### src/rtl/bp_watch_unit.sv
// Breakpoint/watchpoint unit: NUM_BP masked address comparators on the CPU bus,
// each with read/write qualifiers, a pass count and one-shot mode, plus a
// 128-word register window, sticky status, captured hit address and a
// pending/ack handshake toward the interrupt logic.
module bp_watch_unit #(
  parameter int          NUM_BP = 4,
  parameter int          ADDR_W = 32,
  parameter int          CNT_W  = 8,
  parameter logic [31:0] BASE   = 32'hFFFFF000
) (
  input  logic              clk_i,
  input  logic              rst_ni,
  input  logic [ADDR_W-1:0] addr_i,
  input  logic [15:0]       wdata_i,
  input  logic              we_i,
  input  logic              re_i,
  output logic [15:0]       rdata_o,
  output logic              rvalid_o,
  output logic              sel_o,
  output logic              bp_hit_o,
  output logic [2:0]        bp_chan_o,
  output logic              bp_pending_o,
  input  logic              bp_ack_i,
  output logic [ADDR_W-1:0] handler_addr_o
);

  logic              chEn_q      [NUM_BP];
  logic              chMatchRd_q [NUM_BP];
  logic              chMatchWr_q [NUM_BP];
  logic              chOneShot_q [NUM_BP];
  logic [ADDR_W-1:0] chAddr_q    [NUM_BP];
  logic [ADDR_W-1:0] chMask_q    [NUM_BP];
  logic [CNT_W-1:0]  chCount_q   [NUM_BP];
  logic [CNT_W-1:0]  chRemain_q  [NUM_BP];

  logic [NUM_BP-1:0] status_q, status_d;
  logic [ADDR_W-1:0] handler_q, last_q;
  logic              pending_q, pending_d;
  logic              bpHit_q;
  logic [2:0]        bpChan_q;
  logic [15:0]       rdata_q, rdNext;
  logic              rvalid_q;

  logic [6:0]        offset;
  logic              isChan, winWr, winRd;
  logic [2:0]        chanIdx, regK;
  logic [NUM_BP-1:0] qual, hit, clearMask;
  logic              anyHit;
  logic [2:0]        hitIdx;

  // Upper half of an address-wide value, zero-extended to a 16-bit register.
  function automatic logic [15:0] hiHalf(input logic [ADDR_W-1:0] v);
    return 16'(v >> 16);
  endfunction

  // The window is 128-aligned, so decoding only compares the bits above offset.
  assign sel_o   = (re_i | we_i) & (addr_i[ADDR_W-1:7] == BASE[ADDR_W-1:7]);
  assign offset  = addr_i[6:0];
  assign isChan  = ~offset[6];
  assign chanIdx = offset[5:3];
  assign regK    = offset[2:0];
  assign winWr   = we_i & sel_o;
  assign winRd   = re_i & sel_o;

  // Per-channel qualification and hit detection; window accesses never qualify.
  always_comb begin
    qual   = '0;
    hit    = '0;
    hitIdx = '0;
    for (int c = 0; c < NUM_BP; c++) begin
      qual[c] = chEn_q[c] & ~sel_o
              & ((re_i & chMatchRd_q[c]) | (we_i & chMatchWr_q[c]))
              & (((addr_i ^ chAddr_q[c]) & ~chMask_q[c]) == '0);
      hit[c]  = qual[c] & (chRemain_q[c] == '0);
    end
    for (int c = NUM_BP - 1; c >= 0; c--) begin
      if (hit[c]) hitIdx = 3'(c);
    end
  end

  assign anyHit = |hit;

  // A new hit on a bit wins over a simultaneous write-1-to-clear; a hit also wins over ack.
  always_comb begin
    clearMask = '0;
    if (winWr && offset == 7'h40) clearMask = wdata_i[NUM_BP-1:0];
    status_d  = (status_q & ~clearMask) | hit;
    pending_d = anyHit | (pending_q & ~bp_ack_i);
  end

  // Register read multiplexer; unused offsets and absent channels read zero.
  always_comb begin
    rdNext = '0;
    if (isChan) begin
      for (int c = 0; c < NUM_BP; c++) begin
        if (chanIdx == 3'(c)) begin
          case (regK)
            3'd0:    rdNext = {12'd0, chOneShot_q[c], chMatchWr_q[c], chMatchRd_q[c], chEn_q[c]};
            3'd1:    rdNext = chAddr_q[c][15:0];
            3'd2:    rdNext = hiHalf(chAddr_q[c]);
            3'd3:    rdNext = chMask_q[c][15:0];
            3'd4:    rdNext = hiHalf(chMask_q[c]);
            3'd5:    rdNext = 16'(chCount_q[c]);
            3'd6:    rdNext = 16'(chRemain_q[c]);
            default: rdNext = '0;
          endcase
        end
      end
    end else begin
      case (offset[5:0])
        6'h00:   rdNext = 16'(status_q);
        6'h01:   rdNext = handler_q[15:0];
        6'h02:   rdNext = hiHalf(handler_q);
        6'h03:   rdNext = last_q[15:0];
        6'h04:   rdNext = hiHalf(last_q);
        default: rdNext = '0;
      endcase
    end
  end

  // Channel configuration writes, pass counting and one-shot disarm.
  always_ff @(posedge clk_i or negedge rst_ni) begin
    if (!rst_ni) begin
      for (int c = 0; c < NUM_BP; c++) begin
        chEn_q[c]      <= 1'b0;
        chMatchRd_q[c] <= 1'b0;
        chMatchWr_q[c] <= 1'b0;
        chOneShot_q[c] <= 1'b0;
        chAddr_q[c]    <= '0;
        chMask_q[c]    <= '0;
        chCount_q[c]   <= '0;
        chRemain_q[c]  <= '0;
      end
    end else begin
      for (int c = 0; c < NUM_BP; c++) begin
        if (winWr && isChan && chanIdx == 3'(c)) begin
          case (regK)
            3'd0: begin
              chEn_q[c]      <= wdata_i[0];
              chMatchRd_q[c] <= wdata_i[1];
              chMatchWr_q[c] <= wdata_i[2];
              chOneShot_q[c] <= wdata_i[3];
              if (!chEn_q[c] && wdata_i[0]) chRemain_q[c] <= chCount_q[c];
            end
            3'd1: chAddr_q[c][15:0]        <= wdata_i;
            3'd2: chAddr_q[c][ADDR_W-1:16] <= wdata_i[ADDR_W-17:0];
            3'd3: chMask_q[c][15:0]        <= wdata_i;
            3'd4: chMask_q[c][ADDR_W-1:16] <= wdata_i[ADDR_W-17:0];
            3'd5: begin
              chCount_q[c]  <= wdata_i[CNT_W-1:0];
              chRemain_q[c] <= wdata_i[CNT_W-1:0];
            end
            default: ;
          endcase
        end else if (qual[c]) begin
          if (chRemain_q[c] != '0) begin
            chRemain_q[c] <= chRemain_q[c] - CNT_W'(1);
          end else begin
            chRemain_q[c] <= chCount_q[c];
            if (chOneShot_q[c]) chEn_q[c] <= 1'b0;
          end
        end
      end
    end
  end

  // Global registers, hit reporting and the first-hit address capture.
  always_ff @(posedge clk_i or negedge rst_ni) begin
    if (!rst_ni) begin
      status_q  <= '0;
      handler_q <= '0;
      last_q    <= '0;
      pending_q <= 1'b0;
      bpHit_q   <= 1'b0;
      bpChan_q  <= '0;
    end else begin
      status_q  <= status_d;
      pending_q <= pending_d;
      bpHit_q   <= anyHit;
      if (anyHit) bpChan_q <= hitIdx;
      if (anyHit && !pending_q) last_q <= addr_i;
      if (winWr && offset == 7'h41) handler_q[15:0] <= wdata_i;
      if (winWr && offset == 7'h42) handler_q[ADDR_W-1:16] <= wdata_i[ADDR_W-17:0];
    end
  end

  // Registered read port: data and valid one cycle after a window read.
  always_ff @(posedge clk_i or negedge rst_ni) begin
    if (!rst_ni) begin
      rdata_q  <= '0;
      rvalid_q <= 1'b0;
    end else begin
      rvalid_q <= winRd;
      if (winRd) rdata_q <= rdNext;
    end
  end

  assign rdata_o        = rdata_q;
  assign rvalid_o       = rvalid_q;
  assign bp_hit_o       = bpHit_q;
  assign bp_chan_o      = bpChan_q;
  assign bp_pending_o   = pending_q;
  assign handler_addr_o = handler_q;

endmodule

### config.mk
export PLATFORM = sky130hd
export DESIGN_NAME = bp_watch_unit
export DESIGN_NICKNAME = d
export VERILOG_FILES = /design/src/rtl/bp_watch_unit.sv
export SDC_FILE = /design/constraint.sdc
export NUM_CORES = 1
export LEC_CHECK = 0
export ABC_CLOCK_PERIOD_IN_PS = 2900
export CORE_MARGIN = 1.5
export CORE_UTILIZATION = 60
export DETAILED_ROUTE_END_ITERATION = 7
export MAX_ROUTING_LAYER = met4
export PLACE_DENSITY = 0.79
export SLEW_MARGIN = 10
export SYNTH_ARGS = -nofsm -noshare
export SYNTH_HDL_FRONTEND = slang
export SYNTH_SLANG_ARGS = --single-unit
### constraint.sdc
create_clock -name clk_i -period 2.9 [get_ports clk_i]
set_input_delay 0.435 -clock clk_i [delete_from_list [all_inputs] [get_ports clk_i]]
set_output_delay 0.435 -clock clk_i [all_outputs]
set_load 0.02 [all_outputs]
; ---- Yosys cells after proc, flatten, opt, wreduce, memory -nomap -nowiden
; Index checks and enable logic that the tools add are counted.
[classes]
n_addsub = 4
eq_ne = 33
muxes = 52
bitwise_logic = 52
reduce_logical = 74
[ops]
columns = operator, n
row1 = $pmux W16 S7, 4
row2 = $and A32 B32 Y32, 4
row3 = $logic_not A32 Y1, 4
row4 = $mux W8, 16
row5 = $not A32 Y32, 4
row6 = $xor A32 B32 Y32, 4
row7 = $mux W16, 5
row8 = $pmux W16 S5, 1
row9 = $pmux W8 S2, 4
row10 = $reduce_and A2 Y1, 24
row11 = $logic_not A8 Y1, 4
row12 = $reduce_bool A8 Y1, 4
row13 = $sub A8 B1 Y8 const B, 4
row14 = $and A1 B1 Y1, 28
row15 = $eq A25 B25 Y1 const B, 1
row16 = $eq A7 B7 Y1 const B, 3
row17 = $mux W1, 17
row18 = $reduce_and A4 Y1, 4
row19 = $reduce_bool A2 Y1, 8
row20 = $logic_and A1 B1 Y1, 13
row21 = $eq A3 B2 Y1 const B, 4
row22 = $eq A6 B2 Y1 const B, 2
row23 = $ne A3 B1 Y1 const B, 4
row24 = $ne A3 B3 Y1 const B, 4
row25 = other kinds (18), 45
[word_totals]
ff_bits = 426
wordCells = 264

; ---- Longest topological paths before layout
[logic_depth]
depth_word = 11
mapped_depth = 12

; ---- Least setup slack after synthesis
; Ideal clock, no wire load.
[synth_path]
path_kind = in2reg
from = input addr_i[7]
to = register last_q[10]
setup_time_ns = 0.125
t_arrival_ns = 2.570
required_ns = 2.775
path_slack_ns = 0.204
path_stages = 8
n_path_buf = 2
path_cell_list = buf_2 -> or4_1 -> o31a_1 -> nand4_2 -> nor3_2 -> o41ai_4 -> buf_6 -> mux2_4
[synth_between]
elab_chain_cells = 9
[synth_rtl]
columns = item, line_no
row1 = start: declaration, 13  ; input logic [ADDR_W-1:0] addr_i,
row2 = $eq A25 B25 Y1, 57  ; assign sel_o = (re_i | we_i) & (addr_i[ADDR_W-1:7] == BASE[ADDR_W-1:7]);
row3 = $and A1 B1 Y1, 57
row4 = $not A1 Y1, 71  ; qual[c] = chEn_q[c] & ~sel_o
row5 = $and A1 B1 Y1, 71
row6 = $and A1 B1 Y1, 72  ; & ((re_i & chMatchRd_q[c]) | (we_i & chMatchWr_q[c]))
row7 = $and A1 B1 Y1, 73  ; & (((addr_i ^ chAddr_q[c]) & ~chMask_q[c]) == '0);
row8 = $and A1 B1 Y1, 74  ; hit[c] = qual[c] & (chRemain_q[c] == '0);
row9 = $reduce_or A4 Y1 (*), 81  ; assign anyHit = |hit;
row10 = $logic_and A1 B1 Y1 (*), 181  ; if (anyHit && !pending_q) last_q <= addr_i;
row11 = end signal: assignment, 181
row12 = end: declaration, 37  ; logic [ADDR_W-1:0] handler_q, last_q;
; Every way passes the cells marked *; elsewhere a longest branch is shown, timed or not.
; A chain may end at the register's enable or synchronous reset.

; ---- Worst setup path in the final report
[layout_path]
from = input addr_i[3]
to = register last_q[12]
[layout_between]
elab_chain_cells = 7
[layout_rtl]
columns = item, line_no
row1 = $xor A32 B32 Y32, 73
row2 = $and A32 B32 Y32, 73
row3 = $logic_not A32 Y1, 73
row4 = $and A1 B1 Y1, 73
row5 = $and A1 B1 Y1, 74
row6 = $reduce_or A4 Y1 (*), 81
row7 = $logic_and A1 B1 Y1 (*), 181
; Marks and branches as above.

==> metrics <==
Clock Tree Buf Depth=3; critical path class=primary input to flip-flop; gr usage total=a little under half; multi-input logic area=roughly 11,000 um^2; worst path required time=3.37 ns; Max-Slew Margin vs Limit=between 30% and 40%; maximum VDD drop=approximately 0.00048 V; vias per inst=6.90; Final Instance Area=28,400 um^2; Die W=198 um; final-stage net count=2,386; CTS tree=yes; final hold viol count=0; mean post-synth cell area=around 11 um^2; met3 GRT Util=between 10 and 15%; CTS HTree Levels=2; cell count after synthesis=2,012; first-pass GRT wire length=128 mm; Yosys top cell area share=46.8%; die area=39,100 um^2; Rows=71; Post-Route Skew=~0.016 ns; DRC viols=0; gr ovfl total=0; Clock Root Buffer=clkbuf_16; CP arrival=3.35 ns; slew at the pin closest to its max-slew limit=0.976 ns; Clock Pin Slew Worst Setup and Hold Paths=0.06 ns; area grow syn2layout=25.0%; cell taking the most area after synthesis=dfrtp_1; initial antenna violation count=3; Worst-Skew Late Latency=0.60 ns; slowest CP cell=xnor2_1; Final Non-Filler Cells=roughly 2,900; nature of the critical path endpoint=flip-flop; #FFs+latches synth=425; RSZ-0062 raised after global routing=false; Initial DRC Count=2,706; register-to-register setup slack=0.10 ns; Hold Crit Class=primary input to flip-flop; most common cell after layout, fill and taps aside=dfrtp_1; final setup violating endpoints=0; setup TNS=0 ns; max_cap viols=0; Max Freq=between 300 and 400 MHz; Routed WL=87.0 mm; Worst setup startpoint=addr_i[3]; worst r2r src=chAddr_q[35]; most frequent cells in the layout=dfrtp_1 (425), mux2_2 (278), buf_4 (272); Netlist cell types=90; dpl cells=2,784; Lkg Pwr=13.0 nW; CP max stage delay=between 0.4 and 0.5 ns; Synth Cell Area=22,700 um^2; layout cell share with drive strength beyond 1=between 30% and 40%; Power per Cell Area=470 nW/um^2; Clock Sinks=425; grt met2 use=68.4%; critical-path cell list=clkdlybuf4s50_1, buf_12, xnor2_1, o22ai_1, nor4_2, buf_4, nand4_1, nor3_2, buf_4, o41ai_4, buf_4, buf_12, mux2_4; register area share after synthesis=between 40% and 50%; post-DP HPWL=62.8 mm; Final Max Tran Viols=0; I/O Buffers=106; type of origin of the critical path=primary input; most used cell, CP=buf_4; I/O pin total=108; Mapped Nets=2,073; routing usage on met1=58.4%; top post-synthesis cells by area=dfrtp_1 (47%), mux2_2 (14%), xnor2_1 (5.3%), a22oi_1 (3.1%), mux2_1 (2.6%); status=complete, no violations; Tmin final=2.87 ns; GR peak layer=met2; Min Hold Slack=0.404 ns; hold path start=addr_i[10]; asr flop ratio synth=100%; Die Span Y=198 um; Post-synth EDFFs=0; dpl cell area=around 27,000 um^2; Critical path buffers and inverters=6; maximum number of pins on one net before global-route repair=between 80 and 90; Top delay family on crit path=buffers and inverters; WL/cell=30.3 um; DR vias=19,800; Core Area=37,500 um^2; Starting Density=60.7%; CTS Buf Count=between 40 and 50; Fill cells=2,520; Tcrit/Tclk final=99.1%; register area=10,600 um^2; ys flop type=dfrtp_1; vias in the first global route=20,000; RePlAce Congestion=1.09; worst-path fanout max=17; Pre-antenna DRT Iters=6; Yosys warnings=0; Post-DRT Antenna Nets=0
-- through the flow --
| stage | total power, mW | util (%) | setup WS, ns |
|---|---|---|---|
| 3_3_place_gp | 7.16 | 71.1 | -0.598 |
| 5_1_grt | 13.6 | 75.8 | 0.00545 |
| 3_5_place_dp | 7.17 | 71.1 | -0.630 |
| 6_report | 13.4 | 75.8 | 0.0255 |
| 4_1_cts | 13.3 | 75.5 | 0.0252 |
| 2_1_floorplan | 6.46 | - | 0.204 |
-- metal layers --
layer  vias up  part of all wire (%)
met2      1462                    44
li1       8097                     -
met1      9855                    37
met4         0                   7.8
met5         -                     0
met3       417                    11
-- worst paths after layout --
check,end,cells past startpoint
max,last_q[12],13
min,last_q[10],3
max reg2reg,last_q[12],11
min reg2reg,rdata_o[10],2
max in group asynchronous,chMask_q[72],3
min in group asynchronous,bp_chan_o[0],2
-- logic make-up after synthesis --
kind of cell / Yosys count / synth area share [%]
xor+xnor: 151 / 5.82
fa+ha+maj: 8 / 0.440
simple gates: 363 / 8.22
flops: 425 / 46.8
mux: 382 / 19.3
other cells: 1 / 0.0165
buf+inv: 197 / 4.14
compound gates: 485 / 15.3
-- cell usage after synthesis, types with 12 or more instances --
master / instances
nor2_1: 66
buf_2: 60
a22oi_1: 94
mux2_1: 53
dfrtp_1: 425
mux2_4: 30
xnor2_1: 137
o21a_1: 15
o22ai_1: 68
buf_1: 13
mux2i_1: 20
a31oi_1: 23
a21oi_1: 71
nand3_1: 44
a221oi_1: 30
buf_6: 12
nand2_1: 137
a22o_1: 14
xor2_1: 14
o21ai_0: 65
clkbuf_1: 72
nor3_1: 18
mux2_2: 278
inv_1: 29
nor4_1: 25
o2111ai_1: 19
-- worst min-delay path, stage by stage --
cell,delay (ns)
dlymetal6s2s_1,0.20
buf_4,0.19
mux2_4,0.14
-- layout make-up --
| cell class | count | area share, % |
|---|---|---|
| antenna | 2 | 0.0176 |
| clock buffer | 75 | 5.25 |
| clock inverter | 7 | 0.387 |
| inverter | 30 | 0.396 |
| multi-input combinational | 1390 | 39.7 |
| sequential | 425 | 37.4 |
| tap | 511 | 2.25 |
| timing repair buffer | 432 | 14.6 |
-- what timing repair did --
| action | CTS | global route |
|---|---|---|
| setup buffers | 2 | 1 |
| gates resized for setup | 5 | 24 |
| endpoints found under the hold margin | 71 | 0 |
| hold buffers | 1 | 0 |
| pin swaps | 3 | 6 |
| setup endpoints to repair | 22 | 39 |
-- state kept, by name, summed over array words and instances (netlist names), 16 cells and up --
signal          count
handler_addr_o     32
chCount_q          32
chMask_q          128
chRemain_q         32
last_q             32
chAddr_q          128
rdata_o            16
-- where the power goes --
group	switching (mW)	internal, mW
Combinational	0.786	0.415
Clock	2.47	3.76
Sequential	0.0000000810	5.93
Total	3.26	10.1
No activity file was read; power rests on OpenSTA's default activity.
==> edit: new RTL, same flow settings <==
Make the reset (`rst_ni`) synchronous in 3 clocked blocks.
--- a/src/rtl/bp_watch_unit.sv
+++ b/src/rtl/bp_watch_unit.sv
@@ -119,7 +119,7 @@
   end
 
   // Channel configuration writes, pass counting and one-shot disarm.
-  always_ff @(posedge clk_i or negedge rst_ni) begin
+  always_ff @(posedge clk_i) begin
     if (!rst_ni) begin
       for (int c = 0; c < NUM_BP; c++) begin
         chEn_q[c]      <= 1'b0;
@@ -165,7 +165,7 @@
   end
 
   // Global registers, hit reporting and the first-hit address capture.
-  always_ff @(posedge clk_i or negedge rst_ni) begin
+  always_ff @(posedge clk_i) begin
     if (!rst_ni) begin
       status_q  <= '0;
       handler_q <= '0;
@@ -185,7 +185,7 @@
   end
 
   // Registered read port: data and valid one cycle after a window read.
-  always_ff @(posedge clk_i or negedge rst_ni) begin
+  always_ff @(posedge clk_i) begin
     if (!rst_ni) begin
       rdata_q  <= '0;
       rvalid_q <= 1'b0;
Formal check against the unedited RTL: differs if rst_ni is asserted again (counterexample within 4 cycles, from zero or initial values and one cycle with rst_ni low); with rst_ni held inactive, the same outputs for 4 cycles.
==> edit against the unedited design <==
- die area shrank 1.1%
- design area shrank 0.35%
- total power grew 14%
- sequential cell count is the same
- synthesized area shrank 1.1%
- critical path type unchanged
- routed wire length grew 2.7%
- setup slack gained 0.021 ns
- largest cell class is now flip-flops and latches
==> edit: results (changes against the unedited design) <==
Power and ir drop
  – Leak Pwr: 10.58 nW (was 13.03 nW)
  – Clk pwr: 6.46 mW (was 6.24 mW)
  – Clock power frac: 0.424 (was 0.467)
  – Seq power: 6.98 mW (was 5.93 mW)

STA
  – Clock Skews: 0.02328 ns (was 0.01593 ns)
  – Fin crit period: 2.853 ns (was 2.874 ns)
  – Hold WS: 0.3461 ns (was 0.4040 ns)

Global routing
  – Initial antenna violation count: 2 (was 3)
  – Vias in the first global route: 19,350 (was 19,980)
  – Largest net degree at the start of global routing: 80 (was 83)
  – Met3 usage: 0.09463 (was 0.1105)
  – Grt met2 use: 0.6776 (was 0.6838)

Finish
  – Final nets: 2,476 (was 2,386)
  – Non-CTS inverters: 50 (was 30)
  – Non-Clock Buffer Count: 426 (was 432)
  – Layout Cells excl Fill: 2,927 (was 2,872)
  – Clock buffers: 58 (was 75)
  – FILL cells: 2,303 (was 2,520)

Logic synthesis
  – Register area share after synthesis: 0.5226 (was 0.4676)
  – Mean Syn Cell Area: 10.60 um2 (was 11.30 um2)
  – Main area contributors after synthesis: edfxtp_1 43%, dfxtp_1 9.0%, and2_1 7.5% (was dfrtp_1 47%, mux2_2 14%, xnor2_1 5.3%)
  – Top_reg_cell synth: edfxtp_1 (was dfrtp_1)
  – Cell variety after synth: 79 (was 90)
  – Number of synthesized flops with an enable pin: 324 (was 0)

Placed design
  – Dpl cells: 2,834 (was 2,784)
  – Pre-CTS setup slack: -0.7671 ns (was -0.6301 ns)
  – DP Area: 26,500 um2 (was 26,670 um2)

Critical path
  – CP arrival: 3.34 ns (was 3.35 ns)
  – RR Startpoint: chRemain_q[1][1] (was chAddr_q[35])
  – Crit path from: addr_i[21] (was addr_i[3])
  – Reg2reg end: last_q[0] (was last_q[12])
  – Max FO, Critical Path: 8 (was 17)

Run status
  – Status: finished, final reports clean (unchanged)

Detailed routing
  – Starting DRT DRC Count: 3,427 (was 2,706)
  – Routed wl met3: 12,850 um (was 9629 um)

Floorplan
  – Die X: 196.6 um (was 197.7 um)

Hold path
  – HP Start: addr_i[11] (was addr_i[10])
edit: cell count changes after synthesis, sizes merged, moves of 26 or more:
cell | unedited run | this run
nand3 | 45 | 16
dfxtp | 0 | 101
nand2 | 138 | 164
and2 | 2 | 271
mux2 | 361 | 29
edfxtp | 0 | 324
mux2i | 20 | 110
clkbuf | 72 | 142
nor2 | 81 | 124
buf | 95 | 34
dfrtp | 425 | 0
edit: critical path, stage by stage:
cell	delay [ns]
clkdlybuf4s50_1	0.44
buf_4	0.19
buf_4	0.16
xnor2_1	0.30
o22ai_1	0.15
nor4_1	0.32
nand3_1	0.11
buf_4	0.18
buf_4	0.15
nor3_4	0.27
o41ai_4	0.13
buf_6	0.16
clkbuf_16	0.18
mux2i_1	0.13
edit: what timing repair did:
action | 4_1_cts | 5_1_grt
setup buffers | 2 | 1
gates resized for setup | 6 | 18
gates cloned | 1 | 1
endpoints found under the setup margin | 18 | 63
pin swaps | 2 | 3
edit: worst min path at each step:
stage	end
floorplan	chEn_q[0]
finish	last_q[11]
global placement	last_q[15]
global route	last_q[11]
CTS	last_q[18]
detailed placement	last_q[5]
edit: kinds of logic (layout without fill, tap and decap cells):
| kind of cell | count (synthesis) | in the layout | synth area share |
|---|---|---|---|
| AO/OA/AOI/OAI | 480 | 480 | 0.1453 |
| AND/OR/NAND/NOR | 700 | 700 | 0.1679 |
| XOR/XNOR | 146 | 146 | 0.05686 |
| adder cells (fa/ha/maj) | 4 | 4 | 0.002226 |
| flip-flops | 425 | 425 | 0.5226 |
| other | 1 | 3 | 0.0001668 |
| multiplexers | 139 | 139 | 0.06348 |
| buffers and inverters | 226 | 562 | 0.04151 |
